===== src/rtl/traffic_queue_sensor.sv =====
// Two-street vehicle queue sensor: counts arrivals, releases one vehicle per
// DEPART_CYCLES of green, and latches illegal light combinations.

module traffic_queue_lane #(
  parameter int CNT_W         = 4,
  parameter int DEPART_CYCLES = 4
) (
  input  logic             clk,
  input  logic             reset,
  input  logic             i_arrive,
  input  logic             i_green,
  output logic [CNT_W-1:0] o_count,
  output logic             o_overflow
);
  localparam int TMR_W = (DEPART_CYCLES > 1) ? $clog2(DEPART_CYCLES) : 1;

  logic [TMR_W-1:0] r_tmr;
  logic [CNT_W-1:0] r_count;
  logic             r_overflow;

  logic w_active, w_last, w_dep, w_full;

  assign w_active = i_green && (r_count != '0);
  assign w_last   = (r_tmr == TMR_W'(DEPART_CYCLES - 1));
  assign w_dep    = w_active && w_last;
  assign w_full   = &r_count;

  always_ff @(posedge clk) begin
    if (reset) begin
      r_tmr      <= '0;
      r_count    <= '0;
      r_overflow <= 1'b0;
    end else begin
      // Partial intervals are discarded whenever green drops or the queue empties.
      if (!w_active || w_last) r_tmr <= '0;
      else                     r_tmr <= r_tmr + 1'b1;

      unique case ({i_arrive, w_dep})
        2'b10: begin
          if (w_full) r_overflow <= 1'b1;
          else        r_count    <= r_count + 1'b1;
        end
        2'b01:   r_count <= r_count - 1'b1;
        default: r_count <= r_count;
      endcase
    end
  end

  assign o_count    = r_count;
  assign o_overflow = r_overflow;
endmodule

module traffic_queue_sensor #(
  parameter int CNT_W         = 4,
  parameter int DEPART_CYCLES = 4
) (
  input  logic             clk,
  input  logic             reset,
  input  logic             arrive_a,
  input  logic             arrive_b,
  input  logic [1:0]       LA,
  input  logic [1:0]       LB,
  output logic             TA,
  output logic             TB,
  output logic [CNT_W-1:0] count_a,
  output logic [CNT_W-1:0] count_b,
  output logic             overflow_a,
  output logic             overflow_b,
  output logic             light_fault
);
  localparam logic [1:0] GREEN = 2'b00;
  localparam logic [1:0] RED   = 2'b10;
  localparam logic [1:0] BAD   = 2'b11;

  logic                        r_fault;
  logic                        w_fault_now;
  logic [1:0]                  w_arrive;
  logic [1:0][1:0]             w_light;
  logic [1:0]                  w_green;
  logic [1:0][CNT_W-1:0]       w_count;
  logic [1:0]                  w_ovf;

  assign w_arrive = {arrive_b, arrive_a};
  assign w_light  = {LB, LA};

  // Both non-red at once covers green/green, green/yellow and yellow/yellow.
  assign w_fault_now = (LA == BAD) || (LB == BAD) || ((LA != RED) && (LB != RED));

  always_ff @(posedge clk) begin
    if (reset) r_fault <= 1'b0;
    else       r_fault <= r_fault | w_fault_now;
  end

  for (genvar g = 0; g < 2; g++) begin : g_lane
    assign w_green[g] = (w_light[g] == GREEN) && !r_fault;

    traffic_queue_lane #(
      .CNT_W        (CNT_W),
      .DEPART_CYCLES(DEPART_CYCLES)
    ) u_lane (
      .clk       (clk),
      .reset     (reset),
      .i_arrive  (w_arrive[g]),
      .i_green   (w_green[g]),
      .o_count   (w_count[g]),
      .o_overflow(w_ovf[g])
    );
  end

  assign count_a     = w_count[0];
  assign count_b     = w_count[1];
  assign TA          = (w_count[0] != '0);
  assign TB          = (w_count[1] != '0);
  assign overflow_a  = w_ovf[0];
  assign overflow_b  = w_ovf[1];
  assign light_fault = r_fault;
endmodule


===== config.mk =====
export PLATFORM = sky130hd
export DESIGN_NAME = traffic_queue_sensor
export DESIGN_NICKNAME = d
export VERILOG_FILES = /design/src/rtl/traffic_queue_sensor.sv
export SDC_FILE = /design/constraint.sdc
export NUM_CORES = 1
export LEC_CHECK = 0
export BUFFER_PORTS_ARGS = -buffer_cell sky130_fd_sc_hd__buf_2
export CAP_MARGIN = 20
export CORE_MARGIN = 2
export CORE_UTILIZATION = 50
export DETAILED_ROUTE_END_ITERATION = 7
export GPL_TIMING_DRIVEN = 0
export PLACE_DENSITY = 0.76
export SYNTH_ARGS = -nofsm -noshare
export SYNTH_HDL_FRONTEND = slang
export SYNTH_HIERARCHICAL = 1
export SYNTH_SLANG_ARGS = --single-unit

===== constraint.sdc =====
create_clock -name clk -period 6.95 [get_ports clk]
set_input_delay 1.7375 -clock clk [delete_from_list [all_inputs] [get_ports clk]]
set_output_delay 1.7375 -clock clk [all_outputs]
set_load 0.005 [all_outputs]

# Yosys cells after proc, flatten, opt, wreduce, memory -nomap -nowiden
# Index checks and enable logic that the tools add are counted.
# totals
regBits	15
inputBits	8
out_inout_bits	13
elab_cells	58
# classes
add_sub_neg	6
eq_ne	12
muxes	4
bitwise	1
reduce_logical	28
# ops
operator	count
$pmux 4 s2	2
$eq 2x2->1 const B	6
$reduce_and 5->1	2
$add 4x1->4 const B	2
$mux 4	2
$ne 2x2->1 const B	4
$reduce_and 4->1	2
$reduce_bool 4->1	2
$sub 4x1->4 const B	2
$logic_and 1x1->1	7
$add 2x1->2 const B	2
$eq 2x1->1 const B	2
$logic_not 2->1	2
$logic_or 1x1->1	4
$reduce_and 2->1	2
$reduce_bool 2->1	2
$reduce_or 2->1	2
$logic_not 1->1	3
$or 1x1->1	1

# Depth between registers and ports, before layout
# Gate-level depths: netlist of run 1.
# depth
ltp_word	7
mapped_depth	8
mapped_depth_nobuf	8

# Cells and area by module
# Netlist of run 1, hierarchy kept.
# by_module_without_submodules
module	instances	cells_per_inst	area_per_inst_um2	seq_area_each_um2
traffic_queue_lane	2	40	385.4	140.1
traffic_queue_sensor	1	9	66.3	20.0

# Worst setup path before layout of run 1
# Ideal clock, no wire load.
# synth_path
path_type	input -> register
from	input port LA[1]
to	register g_lane[0].u_lane.r_count[2]
setup_ps	123
arrival_time_ps	3379
required_ps	6827
setup_slack_ps	3448
stages	6
n_path_buf	0
cell_sequence	nor3_1 nand3b_1 mux2_2 ha_1 a32oi_1 mux2_1
# synth_between
elab_chain_len	7
word_cells_on_any_way	10
cone_classes	eq/ne: 3; mux: 1; reduce/logical: 6
# synth_rtl
element	line_no	rtl
start, declared	61	input logic [1:0] LA,
$logic_not 2->1 *	95	assign w_green[g] = (w_light[g] == GREEN) && !r_fault;
$logic_and 1x1->1 *	95	
$logic_and 1x1->1 *	23	assign w_active = i_green && (r_count != '0);
$logic_and 1x1->1 *	25	assign w_dep = w_active && w_last;
$eq 2x2->1 or $eq 2x1->1 (tied branches)	38	unique case ({i_arrive, w_dep})
$ne 2x2->1 (no line) or $reduce_bool 2->1 (tied branches)	-	
$reduce_and 2->1 (no line)	-	
end signal, assigned	41	else r_count <= r_count + 1'b1;
end signal, assigned	43	2'b01: r_count <= r_count - 1'b1;
end signal, assigned	44	default: r_count <= r_count;
end, declared	18	logic [CNT_W-1:0] r_count;
# Mark *: on every way between the ends. The rest lies on a longest branch, timed or not.
# A chain may end at the register's enable or synchronous reset.

# Worst setup path after layout of run 1
# layout_path
from	input port LB[1]
to	register g_lane[1].u_lane.r_count[2]
# layout_between
elab_chain_len	7
word_cells_on_any_way	10
cone_classes	eq/ne: 3; mux: 1; reduce/logical: 6
# layout_rtl
element	line_no	rtl
start, declared	62	input logic [1:0] LB,
$logic_not 2->1 *	95	
$logic_and 1x1->1 *	95	
named net w_green[1]	79	logic [1:0] w_green;
$logic_and 1x1->1 *	23	
$logic_and 1x1->1 *	25	
$eq 2x2->1 or $eq 2x1->1 (tied branches)	38	
$ne 2x2->1 (no line) or $reduce_bool 2->1 (tied branches)	-	
$reduce_and 2->1 (no line)	-	
end signal, assigned	41	
end signal, assigned	43	
end signal, assigned	44	
end, declared	18	
# Mark *: on every way through the listed nets, which the timed path passes. The rest lies on a longest branch.

==> results of run 1 <==
## cells by family (layout without fill, tap and decap cells)
| kind of cell | Yosys count | after routing | synth area share |
|---|---|---|---|
| simple gates | 44 | 44 | 0.326 |
| flops | 15 | 15 | 0.359 |
| compound gates | 14 | 14 | 0.133 |
| mux | 8 | 8 | 0.105 |
| fa+ha+maj | 4 | 4 | 0.0598 |
| buf+inv | 4 | 28 | 0.0179 |
## cell type report
cell class	instances	area [um^2]	area share
multi-input cells	70	522	0.531
flip-flops and latches	15	300	0.305
repair buffers	20	100	0.102
clock buffers	4	26.3	0.0267
well taps	16	20.0	0.0204
plain buffers	2	7.51	0.00763
inverters	2	7.51	0.00763
## registers in the layout, indices dropped and copies added (netlist names)
register	cells
g_lane.u_lane/r_tmr	4
light_fault	1
g_lane.u_lane/o_overflow	2
g_lane.u_lane/o_count	8
## layout by cell type, fill, tap and decap left out, types with 2 or more instances in the layout
| cell | synthesis | final |
|---|---|---|
| sky130_fd_sc_hd__buf_2 | 0 | 20 |
| sky130_fd_sc_hd__nor2_1 | 16 | 16 |
| sky130_fd_sc_hd__dfxtp_1 | 15 | 15 |
| sky130_fd_sc_hd__a21oi_1 | 9 | 9 |
| sky130_fd_sc_hd__nor2b_1 | 4 | 4 |
| sky130_fd_sc_hd__mux2_1 | 4 | 4 |
| sky130_fd_sc_hd__ha_1 | 4 | 4 |
| sky130_fd_sc_hd__clkbuf_4 | 0 | 3 |
| sky130_fd_sc_hd__nor3_1 | 2 | 2 |
| sky130_fd_sc_hd__or4_1 | 2 | 2 |
| sky130_fd_sc_hd__nand3b_1 | 2 | 2 |
| sky130_fd_sc_hd__or4_4 | 2 | 2 |
| sky130_fd_sc_hd__nor2b_4 | 2 | 2 |
| sky130_fd_sc_hd__mux2_2 | 2 | 2 |
| sky130_fd_sc_hd__buf_1 | 2 | 2 |
| sky130_fd_sc_hd__and4_2 | 2 | 2 |
| sky130_fd_sc_hd__a31oi_4 | 2 | 2 |
| sky130_fd_sc_hd__nand3_1 | 2 | 2 |
| sky130_fd_sc_hd__inv_1 | 2 | 2 |
| sky130_fd_sc_hd__or4_2 | 2 | 2 |
| sky130_fd_sc_hd__nand4_1 | 2 | 2 |
| sky130_fd_sc_hd__a32oi_1 | 2 | 2 |
| sky130_fd_sc_hd__nand2b_1 | 2 | 2 |
| sky130_fd_sc_hd__or2b_1 | 2 | 2 |
| sky130_fd_sc_hd__mux2i_1 | 2 | 2 |
## path summary, 6_finish.rpt
path                             startpoint                          end  slack, ns  cells past startpoint
setup / recovery                      LB[1]  g_lane[1].u_lane/o_count[2]       3.35                      7
hold / removal    g_lane[1].u_lane/r_tmr[0]    g_lane[1].u_lane/r_tmr[0]       0.42                      1
setup reg to reg                light_fault  g_lane[1].u_lane/o_count[2]       4.55                      6
hold reg to reg   g_lane[1].u_lane/r_tmr[0]    g_lane[1].u_lane/r_tmr[0]       0.42                      1
## routing by layer
layer,wire length [um],track usage
met5,0,0
met1,695,0.218
met4,0,0.0353
met3,96,0.0600
met2,817,0.362
## report_power, final
group / internal, mW / leakage (nW) / switching (mW) / total, mW
Sequential: 0.0891 / 0.122 / 0.00514 / 0.0942
Combinational: 0.0157 / 0.304 / 0.0132 / 0.0289
Clock: 0.0223 / 0.0150 / 0.0281 / 0.0504
Total: 0.127 / 0.441 / 0.0464 / 0.173
## per-stage QoR
stage,setup slack (ns),std cells
finish,3.35,129
global route,3.18,129
CTS,3.32,129
detailed placement,3.02,125
global placement,3.12,125
floorplan,3.45,89
==> metrics.log, run 1 <==
[metrics] Core Util, Final: 0.638
[metrics] Critical Path RT: 7.13 ns
[metrics] drt first-iter violations: 3
[metrics] total detailed-routing wirelength: 1610 um
[metrics] Hold Crit Class: reg -> reg
[metrics] GRT Residual Overflow: 0
[metrics] share of Yosys cell area claimed by the top area cell type: 0.359
[metrics] proportion of synthesized flip-flops having asynchronous set or reset: 0
[metrics] PD cells: 176 nW/um^2
[metrics] die area: 2020 um^2
[metrics] # nets final: approximately 130
[metrics] largest net degree at the start of global routing: 10
[metrics] pin slew with the least headroom to its limit: 0.663 ns
[metrics] source-to-sink clock delay at the later pin of the worst-skew pair: 0.28 ns
[metrics] Worst-path clk slew: 0.09 ns
[metrics] number of warnings reported in the yosys synthesis log: 6
[metrics] total power consumption of the routed design: about 170 uW
[metrics] launching element type of the critical path: input pin
[metrics] count of maximum capacitance violations: 0
[metrics] area of the core region: 1540 um^2
[metrics] Pre-antenna DRT Iters: 4
[metrics] routability congestion estimate: 0.794
[metrics] ANT cells: 0
[metrics] total nets after synthesis: 101
[metrics] cell types with the highest counts after synthesis: sky130_fd_sc_hd__nor2_1, sky130_fd_sc_hd__dfxtp_1, sky130_fd_sc_hd__a21oi_1
[metrics] global-route wire length before repair: 2900 um
[metrics] CTS buffer count: 3
[metrics] DRC violation count after routing: 0
[metrics] placed standard-cell area: about 960 um^2
[metrics] minimum hold slack: 0.421 ns
[metrics] count leader, synth: sky130_fd_sc_hd__nor2_1
[metrics] combined area of all synthesized cells: 837 um^2
[metrics] average wire length per cell after detail routing: 12.5 um
[metrics] number of cells upsized or downsized after cts: 0
[metrics] Critical Path, Cell by Cell: buf_2, nor3_1, nand3b_1, mux2_2, ha_1, a32oi_1, mux2_1
[metrics] flip-flop and latch count after synthesis: 15
[metrics] post-route design area: between 900 and 1000 um^2
[metrics] antenna violations before repair: 0
[metrics] Final setup viols: 0
[metrics] fin. max-slew vios: 0
[metrics] clock sink count: 15
[metrics] clock tree from TritonCTS: done
[metrics] initial core utilization: 0.543
[metrics] post-synthesis sequential area ratio: 0.359
[metrics] Final Hold Viols: 0
[metrics] critical path capture point type: flip-flop
[metrics] I/O pin cnt: 21
[metrics] total routing usage reported by global routing: 0.195
[metrics] unrepaired setup endpoints after global routing: no
[metrics] number of fillers in the final layout: 134
[metrics] Worst IR Drop VDD: approximately 110 uV
[metrics] vertical die dimension: 44.9 um
[metrics] share of post-route cells with drive strength above 1: 0.319
[metrics] type of the worst setup path: in -> reg
[metrics] via count of the first global-routing pass: 707
[metrics] cell at the root of the clock tree: sky130_fd_sc_hd__clkbuf_4
[metrics] clock tree buffer depth: 2
[metrics] leak pwr: 0.441 nW
[metrics] # hold bufs at CTS: 0
[metrics] cell at the slowest stage of the critical path: sky130_fd_sc_hd__nor3_1
[metrics] ys flop type: sky130_fd_sc_hd__dfxtp_1
[metrics] count of antenna-violating nets left after detailed routing: 0
[metrics] cell taking the most area after synthesis: sky130_fd_sc_hd__dfxtp_1
[metrics] top cells by area in the synthesized netlist: sky130_fd_sc_hd__dfxtp_1, sky130_fd_sc_hd__nor2_1, sky130_fd_sc_hd__ha_1
[metrics] result of the run: completed
[metrics] count of cell types in the netlist: 26
[metrics] Layout area overhead: 17.5%
[metrics] half-perimeter wire length after placement: 1250 um
[metrics] Core Rows: 14
[metrics] highest clock frequency the design can meet: 277 MHz
[metrics] crit share post-route: 0.519
[metrics] final worst path period need: 3.60 ns
[metrics] Worst Path Max Fanout: 4
[metrics] routed via count divided by cell count: 5.64
[metrics] Gate Count Post-Synth: 89
[metrics] setup repair bufs after CTS: 0
[metrics] Chip Width: 44.9 um
[metrics] quantity of I/O buffers inserted on ports: 20
[metrics] dominant delay contributor by cell family on the critical path: simple AND/OR/NAND/NOR gates
[metrics] delay of the slowest cell on the worst path: between 0.5 and 0.6 ns
[metrics] Slew Limit Headroom: 0.555
[metrics] number of enable flip-flop cells after synthesis: 0
[metrics] Total Negative Setup Slacks: 0 ns
[metrics] number of buffers and inverters on the critical path: 1
[metrics] Synth Area per Inst: 9.41 um^2
[metrics] clock skew: ~0.0033 ns
[metrics] CTS H-tree depth: 1
[metrics] count of vias placed by the detailed router: 727
[metrics] Crit path arrival time: 3.78 ns
Note: power is estimated with default switching activity, not from simulation.
==> run 2, diff against run 1 <==
--- a/config.mk
+++ b/config.mk
@@ -8,10 +8,10 @@
 export BUFFER_PORTS_ARGS = -buffer_cell sky130_fd_sc_hd__buf_2
 export CAP_MARGIN = 20
 export CORE_MARGIN = 2
-export CORE_UTILIZATION = 50
+export CORE_UTILIZATION = 46
 export DETAILED_ROUTE_END_ITERATION = 7
 export GPL_TIMING_DRIVEN = 0
-export PLACE_DENSITY = 0.76
+export PLACE_DENSITY = 0.73
 export SYNTH_ARGS = -nofsm -noshare
 export SYNTH_HDL_FRONTEND = slang
 export SYNTH_HIERARCHICAL = 1
==> constraint.sdc (replaced) <==
create_clock -name clk -period 2.98 [get_ports clk]
set_input_delay 0.745 -clock clk [delete_from_list [all_inputs] [get_ports clk]]
set_output_delay 0.745 -clock clk [all_outputs]
set_load 0.005 [all_outputs]
==> run 2 against run 1 <==
Worst setup slack lost 2.9 ns. Die area grew 7.9%. Final cell count grew 7.0%. Sequential cell count is the same. Critical path type unchanged. Largest power group unchanged. Clock-buffer cell count shrank 1.
==> metrics.log, run 2 (synthesis results as in run 1) <==
[metrics] final worst path period need: 2.55 ns
[metrics] unrepaired setup endpoints after global routing: no
[metrics] global-route wire length before repair: 2590 um (-11%)
[metrics] highest clock frequency the design can meet: approximately 390 MHz
[metrics] Layout area overhead: 19.0%
[metrics] vertical die dimension: 46.7 um (+3.9%)
[metrics] ANT cells: 0 (unchanged)
[metrics] share of post-route cells with drive strength above 1: 0.327 (+0.00885)
[metrics] launching element type of the critical path: input pin
[metrics] count of maximum capacitance violations: 0 (unchanged)
[metrics] commonest non-fill, non-tap cell in the layout: sky130_fd_sc_hd__buf_2
[metrics] drt first-iter violations: 16 (+13)
[metrics] cell at the root of the clock tree: sky130_fd_sc_hd__clkbuf_4
[metrics] routability congestion estimate: 0.776 (-2.2%)
[metrics] Total Negative Setup Slacks: 0 ns (unchanged)
[metrics] Chip Width: 46.7 um (+3.9%)
[metrics] half-perimeter wire length after placement: 1190 um (-4.9%)
[metrics] routed via count divided by cell count: 5.38 (-4.6%)
[metrics] most used cells in the layout excluding fill and tap cells: sky130_fd_sc_hd__buf_2, sky130_fd_sc_hd__nor2_1, sky130_fd_sc_hd__dfxtp_1
[metrics] total routing usage reported by global routing: 0.170 (-0.0243)
[metrics] fin. max-slew vios: 0 (unchanged)
[metrics] setup slack of the critical path after layout: 0.432 ns (-2.91 ns)
[metrics] # nets final: 126 (unchanged)
[metrics] setup slack after placement: 0.120 ns (-2.90 ns)
[metrics] Pre-antenna DRT Iters: 4 (unchanged)
[metrics] via count of the first global-routing pass: 625 (-12%)
[metrics] post-route design area: 996 um^2 (+1.3%)
[metrics] I/O pin cnt: 21 (unchanged)
[metrics] count of vias placed by the detailed router: 742 (+2.1%)
[metrics] Crit path arrival time: 2.73 ns (-1.05 ns)
[metrics] placed standard-cell area: 968 um^2 (+1.2%)
[metrics] average wire length per cell after detail routing: 11.1 um (-11%)
[metrics] clock sink count: 15 (unchanged)
[metrics] count of antenna-violating nets left after detailed routing: 0 (unchanged)
[metrics] setup repair bufs after CTS: 0 (unchanged)
[metrics] clock skew: 0.00288 ns (-0.000416 ns)
[metrics] type of the worst setup path: in -> reg
[metrics] critical path capture point type: flip-flop
[metrics] total detailed-routing wirelength: 1530 um (-4.7%)
[metrics] quantity of I/O buffers inserted on ports: 20 (unchanged)
[metrics] largest net degree at the start of global routing: 10 (unchanged)
[metrics] area of the core region: 1730 um^2 (+12%)
[metrics] result of the run: completed
[metrics] Hold Crit Class: reg -> reg
[metrics] die area: 2180 um^2 (+7.9%)
[metrics] leak pwr: 0.443 nW (+0.62%)
[metrics] initial core utilization: 0.485 (-0.0582)
[metrics] Final Hold Viols: 0 (unchanged)
[metrics] # hold bufs at CTS: 0 (unchanged)
[metrics] antenna violations before repair: 0 (unchanged)
[metrics] clock tree from TritonCTS: done
[metrics] Core Rows: 15 (+1)
[metrics] pin slew with the least headroom to its limit: 0.643 ns (-0.0199 ns)
[metrics] Worst IR Drop VDD: 256 uV (+130%)
[metrics] Worst-path clk slew: 0.09 ns (about the same)
[metrics] CTS H-tree depth: 1 (unchanged)
[metrics] PD cells: 404 nW/um^2 (+130%)
[metrics] clock tree buffer depth: 2 (unchanged)
[metrics] source-to-sink clock delay at the later pin of the worst-skew pair: 0.28 ns (about the same)
[metrics] crit share post-route: 0.855
[metrics] Final setup viols: 0 (unchanged)
[metrics] Critical Path RT: 3.16 ns (-3.97 ns)
[metrics] number of cells upsized or downsized after cts: 0 (unchanged)
[metrics] total power consumption of the routed design: 402 uW (+130%)
[metrics] Worst Path Max Fanout: 4 (unchanged)
[metrics] DRC violation count after routing: 0 (unchanged)
[metrics] CTS buffer count: 3 (unchanged)
[metrics] max FFs per register: 8 (unchanged)
[metrics] Slew Limit Headroom: 0.568 (+0.0134)
[metrics] GRT Residual Overflow: 0 (unchanged)
==> run 2: area by class of cell <==
class / count / area (um^2)
well taps: 25 / 31.3
flip-flops and latches: 15 / 300
fillers: 168 / 731
clock inverters: 1 / 5.00
multi-input cells: 70 / 522
inverters: 2 / 7.51
plain buffers: 2 / 7.51
clock buffers: 3 / 22.5
repair buffers: 20 / 100
==> run 2: worst paths after layout <==
kind,startpoint,to,slack (ns),depth (start not counted)
max,LA[1],g_lane[0].u_lane/o_count[2],0.43,7
min,g_lane[1].u_lane/r_tmr[0],g_lane[1].u_lane/r_tmr[0],0.43,1
max reg2reg,light_fault,g_lane[0].u_lane/o_count[2],0.64,6
min reg2reg,g_lane[1].u_lane/r_tmr[0],g_lane[1].u_lane/r_tmr[0],0.43,1
==> run 2: critical path, cell delays in order <==
cell and delay [ns]:
sky130_fd_sc_hd__buf_2 0.11, sky130_fd_sc_hd__nor3_1 0.53, sky130_fd_sc_hd__nand3b_1 0.28, sky130_fd_sc_hd__mux2_2 0.33, sky130_fd_sc_hd__ha_1 0.19, sky130_fd_sc_hd__a32oi_1 0.21, sky130_fd_sc_hd__mux2_1 0.33
==> run 2: stage by stage <==
stage | utilization | hold WS (ns) | std cells
finish | 0.577 | 0.426 | 138
global route | 0.577 | 0.440 | 138
CTS | 0.577 | 0.430 | 138
detailed placement | 0.561 | 0.417 | 134
global placement | 0.561 | 0.407 | 134
floorplan | - | 0.398 | 89
==> run 2: where the power goes <==
group / total, mW / switching, mW / internal [mW]
clock: 0.116 / 0.0666 / 0.0498
sequential: 0.220 / 0.0120 / 0.208
combinational: 0.0658 / 0.0292 / 0.0366
total: 0.402 / 0.108 / 0.294
==> run 2: routing by layer <==
layer,global-route usage,vias to the layer above,share of wire
li1,-,375,-
met1,0.194,344,0.46
met2,0.275,21,0.48
met3,0.0471,2,0.048
met4,0.111,0,0.0078
met5,0,-,0
==> run 3, diff against run 2 <==
--- a/config.mk
+++ b/config.mk
@@ -10,7 +10,7 @@
 export CORE_MARGIN = 2
 export CORE_UTILIZATION = 46
 export DETAILED_ROUTE_END_ITERATION = 7
-export GPL_TIMING_DRIVEN = 0
+export GPL_TIMING_DRIVEN = 1
 export PLACE_DENSITY = 0.73
 export SYNTH_ARGS = -nofsm -noshare
 export SYNTH_HDL_FRONTEND = slang
==> run 3 against run 2 <==
Die area unchanged. Clock power about the same. Global-route usage rose by 0.65 points. Maximum frequency rose by 13%. Utilization rose by 0.43 points. Cell area increased by 0.75%.
==> metrics.log, run 3 (synthesis results as in run 1) <==
[metrics] Final setup viols: 0 (unchanged)
[metrics] minimum hold slack: 0.428 ns (+0.00236 ns)
[metrics] unrepaired setup endpoints after global routing: no
[metrics] setup repair bufs after CTS: 0 (unchanged)
[metrics] Crit path arrival time: 2.43 ns (-0.30 ns)
[metrics] I/O pin cnt: 21 (unchanged)
[metrics] largest net degree at the start of global routing: 20 (+10)
[metrics] highest clock frequency the design can meet: 442 MHz (+13%)
[metrics] drt first-iter violations: 11 (-5)
[metrics] Critical Path RT: 3.15 ns (about the same)
[metrics] global-route wire length before repair: 2760 um (+6.7%)
[metrics] max FFs per register: 8 (unchanged)
[metrics] Layout Cells excl Fill: 138 (unchanged)
[metrics] number of fillers in the final layout: 172 (+2.4%)
[metrics] count of vias placed by the detailed router: 727 (-2.0%)
[metrics] antenna violations before repair: 0 (unchanged)
[metrics] Chip Width: 46.7 um (unchanged)
[metrics] share of post-route cells with drive strength above 1: 0.345 (+0.0177)
[metrics] number of cells upsized or downsized after cts: 0 (unchanged)
[metrics] Layout area overhead: 19.9%
[metrics] Pre-antenna DRT Iters: 2 (-2)
[metrics] most used cells in the layout excluding fill and tap cells: sky130_fd_sc_hd__buf_2, sky130_fd_sc_hd__nor2_1, sky130_fd_sc_hd__dfxtp_1
[metrics] crit share post-route: 0.760 (-0.0954)
[metrics] clock sink count: 15 (unchanged)
[metrics] result of the run: completed
[metrics] routability congestion estimate: 0.772 (-0.62%)
[metrics] launching element type of the critical path: flip-flop
[metrics] cell at the slowest stage of the critical path: sky130_fd_sc_hd__or4_4
[metrics] Slew Limit Headroom: 0.787 (+0.219)
[metrics] clock tree from TritonCTS: done
[metrics] dominant delay contributor by cell family on the critical path: simple AND/OR/NAND/NOR gates
[metrics] count of antenna-violating nets left after detailed routing: 0 (unchanged)
[metrics] final worst path period need: 2.26 ns (-0.284 ns)
[metrics] Core Rows: 15 (unchanged)
[metrics] routed via count divided by cell count: 5.27 (-2.0%)
[metrics] half-perimeter wire length after placement: 1190 um (+0.19%)
[metrics] source-to-sink clock delay at the later pin of the worst-skew pair: 0.28 ns (about the same)
[metrics] post-placement cell count: 134 (unchanged)
[metrics] clock tree buffer depth: 2 (unchanged)
[metrics] initial core utilization: 0.485 (unchanged)
[metrics] commonest non-fill, non-tap cell in the layout: sky130_fd_sc_hd__buf_2
[metrics] # nets final: 126 (unchanged)
[metrics] Worst IR Drop VDD: 287 uV (+12%)
[metrics] pin slew with the least headroom to its limit: 0.319 ns (-0.324 ns)
[metrics] cell at the root of the clock tree: sky130_fd_sc_hd__clkbuf_4
[metrics] vertical die dimension: 46.7 um (unchanged)
[metrics] post-route design area: 1000 um^2 (+0.75%)
[metrics] placed standard-cell area: 976 um^2 (+0.78%)
[metrics] count of maximum capacitance violations: 0 (unchanged)
[metrics] Worst Path Max Fanout: 9 (+5)
[metrics] total routing usage reported by global routing: 0.177 (+0.00650)
[metrics] delay of the slowest cell on the worst path: 0.59 ns (+0.06 ns)
[metrics] CTS H-tree depth: 1 (unchanged)
[metrics] critical path capture point type: flip-flop
[metrics] clock skew: 0.00414 ns (+0.00126 ns)
[metrics] die area: 2180 um^2 (unchanged)
[metrics] PD cells: 400 nW/um^2 (-0.90%)
[metrics] GRT Residual Overflow: 0 (unchanged)
[metrics] Worst-path clk slew: 0.09 ns (about the same)
[metrics] Hold Crit Class: reg -> reg
[metrics] # hold bufs at CTS: 0 (unchanged)
[metrics] average wire length per cell after detail routing: 11.5 um (+3.7%)
[metrics] type of the worst setup path: reg -> reg
[metrics] number of buffers and inverters on the critical path: 0 (-1)
[metrics] total detailed-routing wirelength: 1590 um (+3.7%)
[metrics] DRC violation count after routing: 0 (unchanged)
[metrics] quantity of I/O buffers inserted on ports: 20 (unchanged)
[metrics] CTS buffer count: 3 (unchanged)
[metrics] fin. max-slew vios: 0 (unchanged)
[metrics] via count of the first global-routing pass: 654 (+4.6%)
[metrics] area of the core region: 1730 um^2 (unchanged)
[metrics] Total Negative Setup Slacks: 0 ns (unchanged)
[metrics] Final Hold Viols: 0 (unchanged)
[metrics] leak pwr: 0.451 nW (+1.8%)
[metrics] Critical Path, Cell by Cell: or4_4, nor2b_4, mux2_2, ha_1, a32oi_1, mux2_1
[metrics] ANT cells: 0 (unchanged)
==> run 3: cell counts in the layout (fill, tap and decap cells not counted) <==
No cell type changed its count.
==> run 3: per-stage QoR <==
step                      utilization  worst slack, ns  power, mW
after CTS                       0.581            0.725      0.409
final                           0.581            0.717      0.401
after global placement          0.565            0.504      0.291
after global routing            0.581            0.605      0.429
after floorplan                     -            0.470      0.267
after detailed placement        0.565            0.462      0.292
==> run 3: final timing paths <==
check             slack, ns                           to  depth (start not counted)                        start
setup reg to reg       0.72  g_lane[0].u_lane/o_count[2]                          6  g_lane[0].u_lane/o_count[1]
hold / removal         0.43    g_lane[1].u_lane/r_tmr[0]                          1    g_lane[1].u_lane/r_tmr[0]
setup / recovery       0.72  g_lane[0].u_lane/o_count[2]                          6  g_lane[0].u_lane/o_count[1]
hold reg to reg        0.43    g_lane[1].u_lane/r_tmr[0]                          1    g_lane[1].u_lane/r_tmr[0]
==> run 3: final cells by class <==
| type | count | area (um^2) | area share |
|---|---|---|---|
| clock buffer | 3 | 22.5 | 0.0224 |
| clock inverter | 1 | 5.00 | 0.00499 |
| inverter | 2 | 7.51 | 0.00748 |
| multi-input combinational | 70 | 522 | 0.520 |
| sequential | 15 | 300 | 0.299 |
| tap | 25 | 31.3 | 0.0312 |
| timing repair buffer | 22 | 115 | 0.115 |
==> run 3: metal layers <==
metal | up-vias | global-route usage | share of wire
met5 | - | 0 | 0
met4 | 0 | 0.0833 | 0.0075
met3 | 2 | 0.0353 | 0.042
met2 | 15 | 0.278 | 0.47
met1 | 338 | 0.230 | 0.48
li1 | 372 | - | -
==> run 3: power by group <==
part           leakage (nW)  total, mW  switching [mW]  internal [mW]
registers             0.122      0.220          0.0123          0.208
clock network        0.0177      0.114          0.0644         0.0497
logic                 0.312     0.0672          0.0294         0.0378
